--- src/rtl/efpga_bridge_pkg.sv ---
// efpga_bridge_pkg: shared types and defaults for the eFPGA operation bridge.
//   - bridge_state_e : issue/complete FSM states
//   - bridge_cmd_t   : one queued command at the default field widths
//   - *_DFLT         : default parameter values, including the handshake TIMEOUT
//   - max_int        : constant helper used to size internal counters
package efpga_bridge_pkg;

  localparam int DATA_W_DFLT    = 32;
  localparam int NUM_RES_DFLT   = 3;
  localparam int OP_W_DFLT      = 2;
  localparam int DELAY_W_DFLT   = 4;
  localparam int TAG_W_DFLT     = 4;
  localparam int CMD_DEPTH_DFLT = 4;
  localparam int TIMEOUT_DFLT   = 255;

  typedef enum logic [1:0] {
    ST_IDLE  = 2'd0,
    ST_ISSUE = 2'd1,
    ST_WAIT  = 2'd2,
    ST_RESP  = 2'd3
  } bridge_state_e;

  // Default-width command view. The bridge builds the same layout from its
  // own parameters so that non-default widths still pack correctly.
  typedef struct packed {
    logic [DATA_W_DFLT-1:0]  a;
    logic [DATA_W_DFLT-1:0]  b;
    logic [OP_W_DFLT-1:0]    op;
    logic [DELAY_W_DFLT-1:0] delay;
    logic [TAG_W_DFLT-1:0]   tag;
  } bridge_cmd_t;

  function automatic int max_int(input int x, input int y);
    return (x > y) ? x : y;
  endfunction

endpackage

--- src/rtl/efpga_cmd_fifo.sv ---
// efpga_cmd_fifo: synchronous FIFO, async active-low reset.
//   clk_i/rst_ni       : clock, asynchronous active-low reset
//   push_i/data_i      : write when not full
//   pop_i/data_o       : data_o shows the head; pop_i advances when not empty
//   full_o/empty_o     : status
//   level_o            : stored entries, 0..DEPTH
// DEPTH must be a power of two (>=2). Pointers carry one extra bit so full
// and empty are told apart; the low bits index storage and wrap mod DEPTH.
module efpga_cmd_fifo #(
  parameter  int WIDTH = 8,
  parameter  int DEPTH = 4,
  localparam int AW    = $clog2(DEPTH)
) (
  input  logic             clk_i,
  input  logic             rst_ni,
  input  logic             push_i,
  input  logic [WIDTH-1:0] data_i,
  input  logic             pop_i,
  output logic [WIDTH-1:0] data_o,
  output logic             full_o,
  output logic             empty_o,
  output logic [AW:0]      level_o
);

  localparam logic [AW:0] PTR_ONE = (AW+1)'(1);
  localparam logic [AW:0] FULL_LV = (AW+1)'(DEPTH);

  logic [DEPTH-1:0][WIDTH-1:0] mem_q, mem_d;
  logic [AW:0]                 wr_ptr_q, wr_ptr_d, rd_ptr_q, rd_ptr_d;
  logic                        do_push, do_pop;

  assign level_o = wr_ptr_q - rd_ptr_q;
  assign full_o  = (level_o == FULL_LV);
  assign empty_o = (wr_ptr_q == rd_ptr_q);
  assign do_push = push_i & ~full_o;
  assign do_pop  = pop_i & ~empty_o;
  assign data_o  = mem_q[rd_ptr_q[AW-1:0]];

  always_comb begin
    mem_d    = mem_q;
    wr_ptr_d = wr_ptr_q;
    rd_ptr_d = rd_ptr_q;
    if (do_push) begin
      mem_d[wr_ptr_q[AW-1:0]] = data_i;
      wr_ptr_d                = wr_ptr_q + PTR_ONE;
    end
    if (do_pop) rd_ptr_d = rd_ptr_q + PTR_ONE;
  end

  always_ff @(posedge clk_i or negedge rst_ni) begin
    if (!rst_ni) begin
      mem_q    <= '0;
      wr_ptr_q <= '0;
      rd_ptr_q <= '0;
    end else begin
      mem_q    <= mem_d;
      wr_ptr_q <= wr_ptr_d;
      rd_ptr_q <= rd_ptr_d;
    end
  end

endmodule

--- src/rtl/efpga_op_bridge.sv ---
// efpga_op_bridge: queues core operation requests and issues them one at a
// time to the eFPGA fabric, returning tagged multi-word responses.
//   clk_i, reset          : clock, asynchronous active-low reset
//   cmd_*                 : request side; cmd_gnt_o = FIFO not full
//   rsp_*                 : valid/ready response with results, tag, timeout flag
//   eFPGA_*               : fabric operands, one-cycle write strobe, enable,
//                           done handshake and result bus
//   busy_o, fifo_level_o  : FSM not idle, queued command count
// Completion is a fixed latency (delay != 0) or the fabric done handshake
// (delay == 0) guarded by a TIMEOUT-cycle limit.
module efpga_op_bridge
  import efpga_bridge_pkg::*;
#(
  parameter int DATA_W    = DATA_W_DFLT,
  parameter int NUM_RES   = NUM_RES_DFLT,
  parameter int OP_W      = OP_W_DFLT,
  parameter int DELAY_W   = DELAY_W_DFLT,
  parameter int TAG_W     = TAG_W_DFLT,
  parameter int CMD_DEPTH = CMD_DEPTH_DFLT,
  parameter int TIMEOUT   = TIMEOUT_DFLT
) (
  input  logic                         clk_i,
  input  logic                         reset,
  input  logic                         cmd_req_i,
  output logic                         cmd_gnt_o,
  input  logic [DATA_W-1:0]            cmd_operand_a_i,
  input  logic [DATA_W-1:0]            cmd_operand_b_i,
  input  logic [OP_W-1:0]              cmd_operator_i,
  input  logic [DELAY_W-1:0]           cmd_delay_i,
  input  logic [TAG_W-1:0]             cmd_tag_i,
  output logic                         rsp_valid_o,
  input  logic                         rsp_ready_i,
  output logic [NUM_RES*DATA_W-1:0]    rsp_data_o,
  output logic [TAG_W-1:0]             rsp_tag_o,
  output logic                         rsp_err_o,
  output logic [DATA_W-1:0]            eFPGA_operand_a_o,
  output logic [DATA_W-1:0]            eFPGA_operand_b_o,
  output logic [OP_W-1:0]              eFPGA_operator_o,
  output logic [DELAY_W-1:0]           eFPGA_delay_o,
  output logic                         eFPGA_write_strobe_o,
  output logic                         eFPGA_en_o,
  input  logic                         eFPGA_fpga_done_i,
  input  logic [NUM_RES*DATA_W-1:0]    eFPGA_result_i,
  output logic                         busy_o,
  output logic [$clog2(CMD_DEPTH):0]   fifo_level_o
);

  localparam int RES_W = NUM_RES * DATA_W;
  // One counter serves both modes: down-count of the fixed delay or up-count
  // of handshake WAIT cycles, so it is sized for the larger of the two.
  localparam int CNT_W = max_int(DELAY_W, $clog2(TIMEOUT + 1));
  localparam logic [CNT_W-1:0] CNT_ONE  = CNT_W'(1);
  localparam logic [CNT_W-1:0] CNT_LAST = CNT_W'(TIMEOUT - 1);

  typedef struct packed {
    logic [DATA_W-1:0]  a;
    logic [DATA_W-1:0]  b;
    logic [OP_W-1:0]    op;
    logic [DELAY_W-1:0] delay;
    logic [TAG_W-1:0]   tag;
  } cmd_t;

  localparam int CMD_W = $bits(cmd_t);

  bridge_state_e     state_q, state_d;
  logic [CNT_W-1:0]  cnt_q, cnt_d;
  cmd_t              cur_q, cur_d;
  logic [RES_W-1:0]  rsp_data_q, rsp_data_d;
  logic              rsp_err_q, rsp_err_d;

  cmd_t              push_cmd, head_cmd;
  logic              push, pop, fifo_full, fifo_empty;

  assign push_cmd = '{a:     cmd_operand_a_i,
                      b:     cmd_operand_b_i,
                      op:    cmd_operator_i,
                      delay: cmd_delay_i,
                      tag:   cmd_tag_i};

  // Grant is held low while in reset so every output reads 0 there.
  assign cmd_gnt_o = reset & ~fifo_full;
  assign push      = cmd_req_i & cmd_gnt_o;
  assign pop       = (state_q == ST_IDLE) & ~fifo_empty;

  efpga_cmd_fifo #(
    .WIDTH (CMD_W),
    .DEPTH (CMD_DEPTH)
  ) u_cmd_fifo (
    .clk_i   (clk_i),
    .rst_ni  (reset),
    .push_i  (push),
    .data_i  (push_cmd),
    .pop_i   (pop),
    .data_o  (head_cmd),
    .full_o  (fifo_full),
    .empty_o (fifo_empty),
    .level_o (fifo_level_o)
  );

  always_comb begin
    state_d    = state_q;
    cnt_d      = cnt_q;
    cur_d      = cur_q;
    rsp_data_d = rsp_data_q;
    rsp_err_d  = rsp_err_q;
    unique case (state_q)
      ST_IDLE: begin
        // Latching the head at pop time puts the fabric fields in place
        // for the ISSUE cycle; they then hold until the next pop.
        if (!fifo_empty) begin
          cur_d   = head_cmd;
          state_d = ST_ISSUE;
        end
      end
      ST_ISSUE: begin
        // delay==0 loads 0, which is the handshake-mode start count.
        cnt_d   = CNT_W'(cur_q.delay);
        state_d = ST_WAIT;
      end
      ST_WAIT: begin
        if (cur_q.delay != '0) begin
          if (cnt_q == CNT_ONE) begin
            rsp_data_d = eFPGA_result_i;
            rsp_err_d  = 1'b0;
            state_d    = ST_RESP;
          end else begin
            cnt_d = cnt_q - CNT_ONE;
          end
        end else if (eFPGA_fpga_done_i) begin
          // Checked ahead of the limit so a late done still wins.
          rsp_data_d = eFPGA_result_i;
          rsp_err_d  = 1'b0;
          state_d    = ST_RESP;
        end else if (cnt_q == CNT_LAST) begin
          rsp_data_d = '0;
          rsp_err_d  = 1'b1;
          state_d    = ST_RESP;
        end else begin
          cnt_d = cnt_q + CNT_ONE;
        end
      end
      ST_RESP: begin
        if (rsp_ready_i) state_d = ST_IDLE;
      end
      default: state_d = ST_IDLE;
    endcase
  end

  always_ff @(posedge clk_i or negedge reset) begin
    if (!reset) begin
      state_q    <= ST_IDLE;
      cnt_q      <= '0;
      cur_q      <= '0;
      rsp_data_q <= '0;
      rsp_err_q  <= 1'b0;
    end else begin
      state_q    <= state_d;
      cnt_q      <= cnt_d;
      cur_q      <= cur_d;
      rsp_data_q <= rsp_data_d;
      rsp_err_q  <= rsp_err_d;
    end
  end

  assign busy_o               = (state_q != ST_IDLE);
  assign eFPGA_write_strobe_o = (state_q == ST_ISSUE);
  assign eFPGA_en_o           = (state_q == ST_ISSUE) | (state_q == ST_WAIT);
  assign eFPGA_operand_a_o    = cur_q.a;
  assign eFPGA_operand_b_o    = cur_q.b;
  assign eFPGA_operator_o     = cur_q.op;
  assign eFPGA_delay_o        = cur_q.delay;

  assign rsp_valid_o = (state_q == ST_RESP);
  assign rsp_data_o  = rsp_data_q;
  assign rsp_tag_o   = cur_q.tag;
  assign rsp_err_o   = rsp_err_q;

endmodule

--- config.mk ---
export PLATFORM = sky130hd
export DESIGN_NAME = efpga_op_bridge
export DESIGN_NICKNAME = d
export VERILOG_FILES = /design/src/rtl/efpga_bridge_pkg.sv /design/src/rtl/efpga_cmd_fifo.sv /design/src/rtl/efpga_op_bridge.sv
export SDC_FILE = /design/constraint.sdc
export NUM_CORES = 1
export LEC_CHECK = 0
export BUFFER_PORTS_ARGS = -buffer_cell sky130_fd_sc_hd__buf_4
export CORE_UTILIZATION = 30
export CTS_BUF_LIST = sky130_fd_sc_hd__clkbuf_8
export DETAILED_ROUTE_END_ITERATION = 6
export SLEW_MARGIN = 20
export SYNTH_ARGS = -nofsm -noshare
export SYNTH_HDL_FRONTEND = slang
export SYNTH_SLANG_ARGS = --single-unit
--- constraint.sdc ---
create_clock -name clk_i -period 3.1 [get_ports clk_i]
set_clock_uncertainty 0.2 [all_clocks]
set_input_delay 0.775 -clock clk_i [delete_from_list [all_inputs] [get_ports clk_i]]
set_output_delay 0.775 -clock clk_i [all_outputs]
set_load 0.01 [all_outputs]
# Word level (Yosys, flattened, before mapping)
# Index checks and enable logic that the tools add are counted.
word_totals:
  output_inout_bits: 179
  reg_bits: 483
  in_bits: 175
  word_cells: 81
op_classes:
  mux: 25
  add_sub_neg: 5
  n_eq_ne: 15
  bitwise_logic: 8
  reduce_logical: 10
  order_cmp: 3
ops:
  columns: ["operator", "count"]
  rows:
  - ["two-way mux 96 bit", 4]
  - ["bitwise mux 296 bit", 1]
  - ["binary-select mux 74 bit (select 2 bit)", 1]
  - ["demux 74 bit (select 2 bit)", 1]
  - ["two-way mux 74 bit", 2]
  - ["two-way mux 8 bit", 4]
  - ["case mux 8 bit (2 select lines)", 1]
  - ["two-way mux 2 bit", 6]
  - ["!= test 3 bit (second input constant)", 4]
  - ["adder 8 x 1 -> 8 bit (second input constant)", 1]
  - ["equality test 8 x 1 -> 1 bit (second input constant)", 1]
  - ["equality test 8 bit (second input constant)", 1]
  - ["case mux 2 bit (4 select lines)", 1]
  - ["AND reduction 4 bit", 2]
  - ["subtractor 8 x 1 -> 8 bit (second input constant)", 1]
  - ["adder 3 x 1 -> 3 bit (second input constant)", 2]
  - ["less-than comparator 2 x 3 -> 1 bit (second input constant)", 2]
  - ["AND 1 bit", 5]
  - ["equality test 2 bit (second input constant)", 2]
  - ["two-way mux 1 bit", 4]
  - ["!= test 2 x 1 -> 1 bit (second input constant)", 2]
  - ["!= test 4 bit (second input constant)", 1]
  - ["nonzero test 2 bit", 2]
  - ["nonzero test 4 bit", 1]
  - ["other kinds (13)", 14]

# Logic depth before layout (Yosys ltp)
# Gate-level depths: netlist of run 1.
depth:
  ltp_word: 6
  mapped_depth: 11
  depth_no_buf: 8

# By module
# A second synthesis of run 1 with hierarchy kept.
unflattened:
  hier_cells: 1227
  area_unflattened_um2: 20273.2
modules_own_cells:
  columns: ["module", "instances", "seq_area_each_um2", "area_each_um2", "cells_each"]
  rows:
  - ["efpga_cmd_fifo", 1, 7557.2, 13281.5, 759]
  - ["efpga_op_bridge", 1, 4529.3, 6991.7, 468]

# Least setup slack after synthesis of run 1
# No wires, ideal clock.
synth_path:
  path_kind: "register to register"
  startpoint: "register u_cmd_fifo.rd_ptr_q[1]"
  endpoint: "register cur_q, in the netlist eFPGA_operand_a_o[0]"
  slack_ns: 0.048
  path_stages_with_launch: 11
  required_time_ns: 2.775
  period_less_slack_ns: 3.052
  arrival_time_ns: 2.727
  path_cell_list: "dfrtp_1 buf_1 clkbuf_1 inv_1 ha_1 and3_1 nand2b_1 clkbuf_1 buf_1 buf_2 mux2_2"
synth_between:
  elab_chain_len: 3
synth_rtl:
  columns: ["element", "line", "text"]
  rows:
  - ["start: declaration", "efpga_cmd_fifo.sv:29", "logic [AW:0] wr_ptr_q, wr_ptr_d, rd_ptr_q, rd_ptr_d;"]
  - ["start signal: assignment", "efpga_cmd_fifo.sv:58", "rd_ptr_q <= rd_ptr_d;"]
  - ["equality test 3 bit", "efpga_cmd_fifo.sv:34", "assign empty_o = (wr_ptr_q == rd_ptr_q);"]
  - ["inverter 1 bit (no line)", null, null]
  - ["AND reduction 2 bit (no line)", null, null]
  - ["end signal: assignment", "efpga_op_bridge.sv:159", "cur_q <= cur_d;"]
  - ["end: declaration", "efpga_op_bridge.sv:67", "cmd_t cur_q, cur_d;"]
# Parallel ways exist; a longest one is shown, timed or not. The select of a mux whose other input is x is not followed.
# A chain may end at the register's enable or synchronous reset.

# Final worst setup path of run 1
layout_path:
  startpoint: "register u_cmd_fifo.rd_ptr_q[0]"
  endpoint: "output port cmd_gnt_o"
layout_between:
  elab_chain_len: 4
layout_rtl:
  columns: ["element", "line", "text"]
  rows:
  - ["subtractor 3 bit", "efpga_cmd_fifo.sv:32", "assign level_o = wr_ptr_q - rd_ptr_q;"]
  - ["equality test 3 bit", "efpga_cmd_fifo.sv:33", "assign full_o = (level_o == FULL_LV);"]
  - ["inverter 1 bit", "efpga_op_bridge.sv:81", "assign cmd_gnt_o = reset & ~fifo_full;"]
  - ["AND 1 bit", "efpga_op_bridge.sv:81", null]
  - ["end: declaration", "efpga_op_bridge.sv:25", "output logic cmd_gnt_o,"]
# No other way between the ends.

==> results.sh, run 1 <==
export IMPL_first_global_vias=13400
export IMPL_antenna_found_initial=6
export IMPL_grt_use_total_pct=14.6
export IMPL_io_buffers=353
export IMPL_synth_area_per_cell_um2=17.2
export IMPL_p_leak_nw=13.0
export IMPL_critPathKind="reg2out"
export IMPL_routedWlPerCell_um=19.8
export IMPL_cts_made_buffers=88
export IMPL_ys_ff_latch=483
export IMPL_relSlewSlack_pct=33.4
export IMPL_syn_num_nets=1419
export IMPL_clk_latency_ns=0.68
export IMPL_dpl_cell_area_um2=25100
export IMPL_drtAntennaViolNets=0
export IMPL_violations="negative setup slack"
export IMPL_cts_reportedPaths_clkPinSlew_ns=0.06
export IMPL_die_area_um2=71400
export IMPL_vias=12200
export IMPL_cts_sinks=483
export IMPL_cp_arrival_ns=2.22
export IMPL_initial_core_util_pct=30.5
export IMPL_ys_warnings_count=0
export IMPL_dp_hpwl_mm=33.7
export IMPL_finalCriticalPeriod_ns=3.19
export IMPL_hold_start="eFPGA_result_i[59]"
export IMPL_globalplace_congestion=0.787
export IMPL_netlist_area_um2=21100
export IMPL_tightest_slew_ns=0.999
export IMPL_synth_cell_type_count=43
export IMPL_critPathCaptureType="output port"
export IMPL_rows=96
export IMPL_drv_cap=0
export IMPL_clock_path_buffers=3
export IMPL_syn_inst=1228
export IMPL_vias_per_cell=4.65
export IMPL_status="finished with violations"
export IMPL_grt_max_degree=162
export IMPL_cp_max_fo=2
export IMPL_setup_viol=2
export IMPL_place_ws_ns=0.114
export IMPL_routed_wl_mm=52.2
export IMPL_ff2ff_path_depth=9
export IMPL_fp_coreArea_um2=69100
export IMPL_fin_area_um2=27000
export IMPL_tritoncts="built"
export IMPL_drc=0
export IMPL_rsz0062_at_grt="true"
export IMPL_required_ns=2.12
export IMPL_fin_ws_ns=-0.0918
export IMPL_start_kind="flop"
export IMPL_period_share_pct=103
export IMPL_syn2layout_area_growth_pct=28.0
export IMPL_chipWidth_um=267
export IMPL_seq_area_frac_synth_pct=57.3
export IMPL_fmax_mhz=313
export IMPL_drive_gt1_share_pct=58.3
export IMPL_drv_slew=0
export IMPL_min_path_cells=2
export IMPL_ios=354
export IMPL_layoutNonFillerInstCount=2632
export IMPL_drtIter0Drc=547
export IMPL_drt_pass1_iterations=4
export IMPL_die_h_um=267
export IMPL_hold_violations=0
export IMPL_rr_startpoint="u_cmd_fifo.rd_ptr_q[0]"
export IMPL_fin_nets=1822
export IMPL_htreeDepth=3
export IMPL_vdd_drop_max_uv=644
export IMPL_cts_root_buf="clkbuf_8"
export IMPL_dp_cells=2469
export IMPL_cp_startpoint="u_cmd_fifo.rd_ptr_q[0]"
export IMPL_grt_pass1_wl_mm=80.8
export IMPL_gr_total_overflow=0
export IMPL_hold_class="in2reg"
export IMPL_powerDensity_nw_per_um2=1140
[cells in the mapped netlist, drive strengths merged]
cell    count  share of area [%]
and2        2              0.059
fa          1              0.095
a22o       96                4.0
or4         3               0.11
nor2b       2              0.059
a21oi       5               0.14
nor3b       2              0.071
mux2i       2              0.095
buf        62                2.4
nor4        4               0.12
o221a       1              0.053
clkbuf     19               0.34
a22oi       2              0.071
mux2      374                 24
o211a       1              0.047
and3        5               0.15
nor3        6               0.14
xor2        1              0.042
a31oi       3               0.12
nor2        5              0.089
o21ai       4               0.15
a41oi       1              0.042
nand2      19               0.40
or3         2              0.059
o211ai      5               0.18
ha         15               0.89
a211o       1              0.042
nand2b      2              0.059
mux4       74                7.9
xor3        1               0.11
nand3       6               0.14
inv        13               0.23
dfrtp     483                 57
xnor2       5               0.21
o22ai       1              0.030
[path summary, 6_finish.rpt]
| check | slack, ns | endpoint |
|---|---|---|
| max reg2reg | 0.27 | u_cmd_fifo.mem_q[134] |
| max in group asynchronous | 0.94 | eFPGA_operand_b_o[11] |
| min reg2reg | 0.30 | u_cmd_fifo.mem_q[156] |
| max | -0.09 | cmd_gnt_o |
| min | 0.12 | rsp_data_o[59] |
| min in group asynchronous | 0.51 | rsp_data_o[20] |
[stage by stage]
step	TNS, ns	hold slack [ns]	util (%)	total power [W]
final	-0.146	0.124	39.1	0.0307
after global routing	-0.380	0.0685	39.1	0.0326
after CTS	-0.357	0.0395	39.1	0.0312
after detailed placement	0	0.288	36.3	0.0245
after global placement	0	0.282	36.3	0.0241
after floorplan	0	0.274	-	0.0197
[metal layers]
metal	track usage [%]	part of all wire, %
met4	5.78	2.6
met2	23.1	47
met5	0	0.084
met1	18.8	44
met3	4.30	6.8
[registers in the layout (all words and copies together), names as in the netlist]
signal and cells:
u_cmd_fifo.mem_q 296, rsp_err_o 1, rsp_tag_o 4, cnt_q 8, eFPGA_delay_o 4, eFPGA_operator_o 2
eFPGA_operand_a_o 32, u_cmd_fifo.wr_ptr_q 3, rsp_data_o 96, eFPGA_operand_b_o 32, u_cmd_fifo.rd_ptr_q 3, state_q 2
[cell families (layout without fill, tap and decap cells)]
kind of cell             Yosys count  after routing  synth area share (%)
XOR/XNOR                           7              7                 0.362
multiplexers                     450            450                  32.1
other                              0              2                     0
buffers and inverters             94            565                  3.01
AND/OR/NAND/NOR                   58             58                  1.45
flip-flops                       483            483                  57.3
AO/OA/AOI/OAI                    120            120                  4.85
adder cells (fa/ha/maj)           16             16                 0.985
[layout by cell type, fill, tap and decap left out, types with 4 or more instances in the layout]
cell type  instances
dfrtp_1          481
buf_4            361
mux2_4           230
mux2_2           144
clkbuf_8         116
a22o_1            96
mux4_2            74
inv_1             35
buf_12            30
nand2_1           14
ha_1              14
clkinv_2           9
nand3_1            6
nor3_1             6
and3_1             5
nor2_1             5
o211ai_1           5
xnor2_1            5
nor4_1             4
a21oi_1            4
nand2_8            4
[critical path, cell delays in order (launching register included)]
cell and delay, ns:
dfrtp_4 0.49, ha_4 0.16, fa_2 0.32, xor3_1 0.23, a31oi_2 0.18, buf_4 0.17
[final cells by class]
type	instances	area [µm²]
Multi-Input combinational cell	651	8460
Clock buffer	116	1600
Timing Repair Buffer	394	3350
Sequential cell	483	12100
Inverter	13	48.8
Fill cell	6368	42100
Tap cell	931	1160
Clock inverter	42	279
Antenna cell	2	5.00
[power by group]
part | internal [W] | leakage [nW] | switching [W]
sequential | 0.00952 | 5.87 | 0.00184
combinational | 0.00800 | 6.12 | 0.00498
clock | 0.00360 | 1.06 | 0.00273
total | 0.0211 | 13.0 | 0.00956
[timing repair]
item | CTS | global route
hold endpoints to repair | 36 | 0
resized for setup | 6 | 0
setup endpoints to repair | 3 | 3
hold buffers | 1 | 0
pin swaps | 2 | 0
setup buffers | 2 | 0
No activity file was read; power rests on OpenSTA's default activity.
==> inputs of run 2 (changes only) <==
Settings changed: CTS_BUF_LIST sky130_fd_sc_hd__clkbuf_8 to unset.
Clock period 3.1 ns to 3 ns, I/O delays scaled along.
==> run 2 against run 1 <==
The flow still finishes with violations (negative setup slack). Count of clock-buffer cells in the layout down 39. Cell count decreased by 1.8%. Register-to-register slack worse by 0.14 ns. Worst setup slack lost 0.12 ns. Combinational power up 4%. Routed wire length increased by 0.43%. Power increased by 4.4%. Worst hold slack improved by 0.032 ns. Sequential share of layout area about the same. Via count decreased by 0.45%. Sequential power up 4%.
==> results.sh, run 2 (synthesis results as in run 1) <==
export IMPL_rr_endpoint="u_cmd_fifo.mem_q[257]"
export IMPL_ff2ff_path_depth=10
export IMPL_hold_class="in2reg"
export IMPL_final_cell_mix="dfrtp_1, buf_4, mux2_4"
export IMPL_clock_path_buffers=3
export IMPL_powerDensity_nw_per_um2=1190
export IMPL_drtAntennaViolNets=0
export IMPL_min_path_cells=2
export IMPL_cp_max_fo=2
export IMPL_fillers=6391
export IMPL_drv_slew=0
export IMPL_finalCriticalPeriod_ns=3.22
export IMPL_routed_wl_mm=52.4
export IMPL_p_leak_nw=12.9
export IMPL_initial_core_util_pct=30.5
export IMPL_required_ns=2.05
export IMPL_grt_pass1_wl_mm=81.2
export IMPL_cts_reportedPaths_clkPinSlew_ns=0.06
export IMPL_routedWlPerCell_um=20.3
export IMPL_violations="negative setup slack"
export IMPL_critPathCaptureType="output port"
export IMPL_syn2layout_area_growth_pct=28.1
export IMPL_status="finished with violations"
export IMPL_largest_reg_flops=296
export IMPL_vias=12200
export IMPL_cp_arrival_ns=2.27
export IMPL_dpl_cell_area_um2=25100
export IMPL_drt_pass1_iterations=7
export IMPL_fin_util_pct=39.1
export IMPL_critPathKind="reg2out"
export IMPL_antenna_found_initial=5
export IMPL_htreeDepth=2
export IMPL_fmax_mhz=311
export IMPL_period_share_pct=107
export IMPL_clk_latency_ns=0.62
export IMPL_grt_max_degree=167
export IMPL_rows=96
export IMPL_ios=354
export IMPL_tritoncts="built"
export IMPL_drtIter0Drc=607
export IMPL_relSlewSlack_pct=31.5
export IMPL_vias_per_cell=4.71
export IMPL_io_buffers=353
export IMPL_cts_made_buffers=55
export IMPL_start_kind="flop"
export IMPL_globalplace_congestion=0.783
export IMPL_dp_hpwl_mm=34.1
export IMPL_hold_start="eFPGA_result_i[6]"
export IMPL_layout_commonest_cell="dfrtp_1"
export IMPL_chipWidth_um=267
export IMPL_rrSetupSlack_ns=0.13
export IMPL_vdd_drop_max_uv=657
export IMPL_first_global_vias=13300
export IMPL_largest_register="u_cmd_fifo.mem_q"
export IMPL_die_h_um=267
export IMPL_drc=0
export IMPL_setup_viol=2
export IMPL_fp_coreArea_um2=69100
export IMPL_hold_violations=0
export IMPL_grt_use_total_pct=14.6
export IMPL_die_area_um2=71400
export IMPL_drv_cap=0
export IMPL_fin_area_um2=27000
export IMPL_cts_root_buf="clkbuf_16"
export IMPL_rsz0062_at_grt="true"
export IMPL_cts_sinks=483
export IMPL_tightest_slew_ns=1.03
export IMPL_rr_startpoint="u_cmd_fifo.rd_ptr_q[0]"
export IMPL_min_to="rsp_data_o[6]"
export IMPL_drive_gt1_share_pct=58.0
export IMPL_fin_nets=1798
export IMPL_fin_ws_ns=-0.216
export IMPL_gr_total_overflow=0
==> run 2: cell count changes in the layout (fill, tap and decap cells not counted), moves of 3 or more <==
| cell | previous run | this run |
|---|---|---|
| clkbuf_16 | 0 | 56 |
| buf_12 | 30 | 26 |
| clkinv_2 | 9 | 14 |
| clkbuf_8 | 116 | 11 |
| clkbuf_1 | 0 | 11 |
| inv_1 | 35 | 11 |
| clkinv_4 | 0 | 3 |
| buf_4 | 361 | 371 |
==> run 2: cell type report <==
type	count	area, µm²	area share (%)
inverters	13	48.8	0.181
multi-input cells	651	8470	31.3
clock inverters	25	283	1.05
diodes	1	2.50	0.00926
clock buffers	77	1570	5.81
flip-flops and latches	483	12100	44.8
well taps	931	1160	4.31
repair buffers	403	3390	12.5
==> run 2: what timing repair did <==
action | in CTS | in global routing
gates cloned | 0 | 1
setup endpoints to repair | 3 | 216
pin swaps | 2 | 2
gates resized for setup | 9 | 2
setup buffers | 4 | 6
hold endpoints to repair | 18 | 0
hold buffers | 1 | 0
==> run 2: power by group <==
group	switching, W	internal [W]	leakage [nW]
clock	0.00282	0.00394	0.917
combinational	0.00519	0.00832	6.16
sequential	0.00192	0.00984	5.87
total	0.00993	0.0221	12.9
==> run 2: worst max path at each step <==
stage	depth (start not counted)	startpoint	to	slack, ns
after detailed placement	11	u_cmd_fifo.wr_ptr_q[0]	u_cmd_fifo.mem_q[281]	0.05
after global placement	10	u_cmd_fifo.rd_ptr_q[0]	u_cmd_fifo.mem_q[281]	0.14
after global routing	6	u_cmd_fifo.rd_ptr_q[0]	cmd_gnt_o	-0.33
final	6	u_cmd_fifo.rd_ptr_q[0]	cmd_gnt_o	-0.22
after CTS	6	u_cmd_fifo.rd_ptr_q[0]	cmd_gnt_o	-0.24
after floorplan	10	u_cmd_fifo.rd_ptr_q[1]	eFPGA_operand_a_o[0]	0.05
==> run 2: routing by layer <==
layer / track usage [%] / up-vias / routed length (µm)
met2: 23.9 / 338 / 24900
met5: 0 / - / 36
met3: 3.90 / 95 / 3670
li1: - / 5337 / -
met4: 4.04 / 6 / 1220
met1: 19.0 / 6401 / 22600
==> run 2: worst max-delay path: stages, from the launching register on <==
cell     delay, ns
dfrtp_4       0.50
ha_4          0.17
fa_2          0.32
xor3_1        0.22
a31oi_2       0.18
buf_4         0.16
buf_6         0.10
==> run 2: per-stage QoR <==
step,worst slack [ns],std cells,hold slack (ns),setup TNS [ns],total power [W]
floorplan,0.0518,1228,0.254,0,0.0204
global placement,0.136,2473,0.282,0,0.0250
detailed placement,0.0546,2473,0.287,0,0.0254
CTS,-0.240,2579,0.115,-0.343,0.0325
global route,-0.330,2584,0.123,-0.510,0.0339
finish,-0.216,2584,0.155,-0.269,0.0320
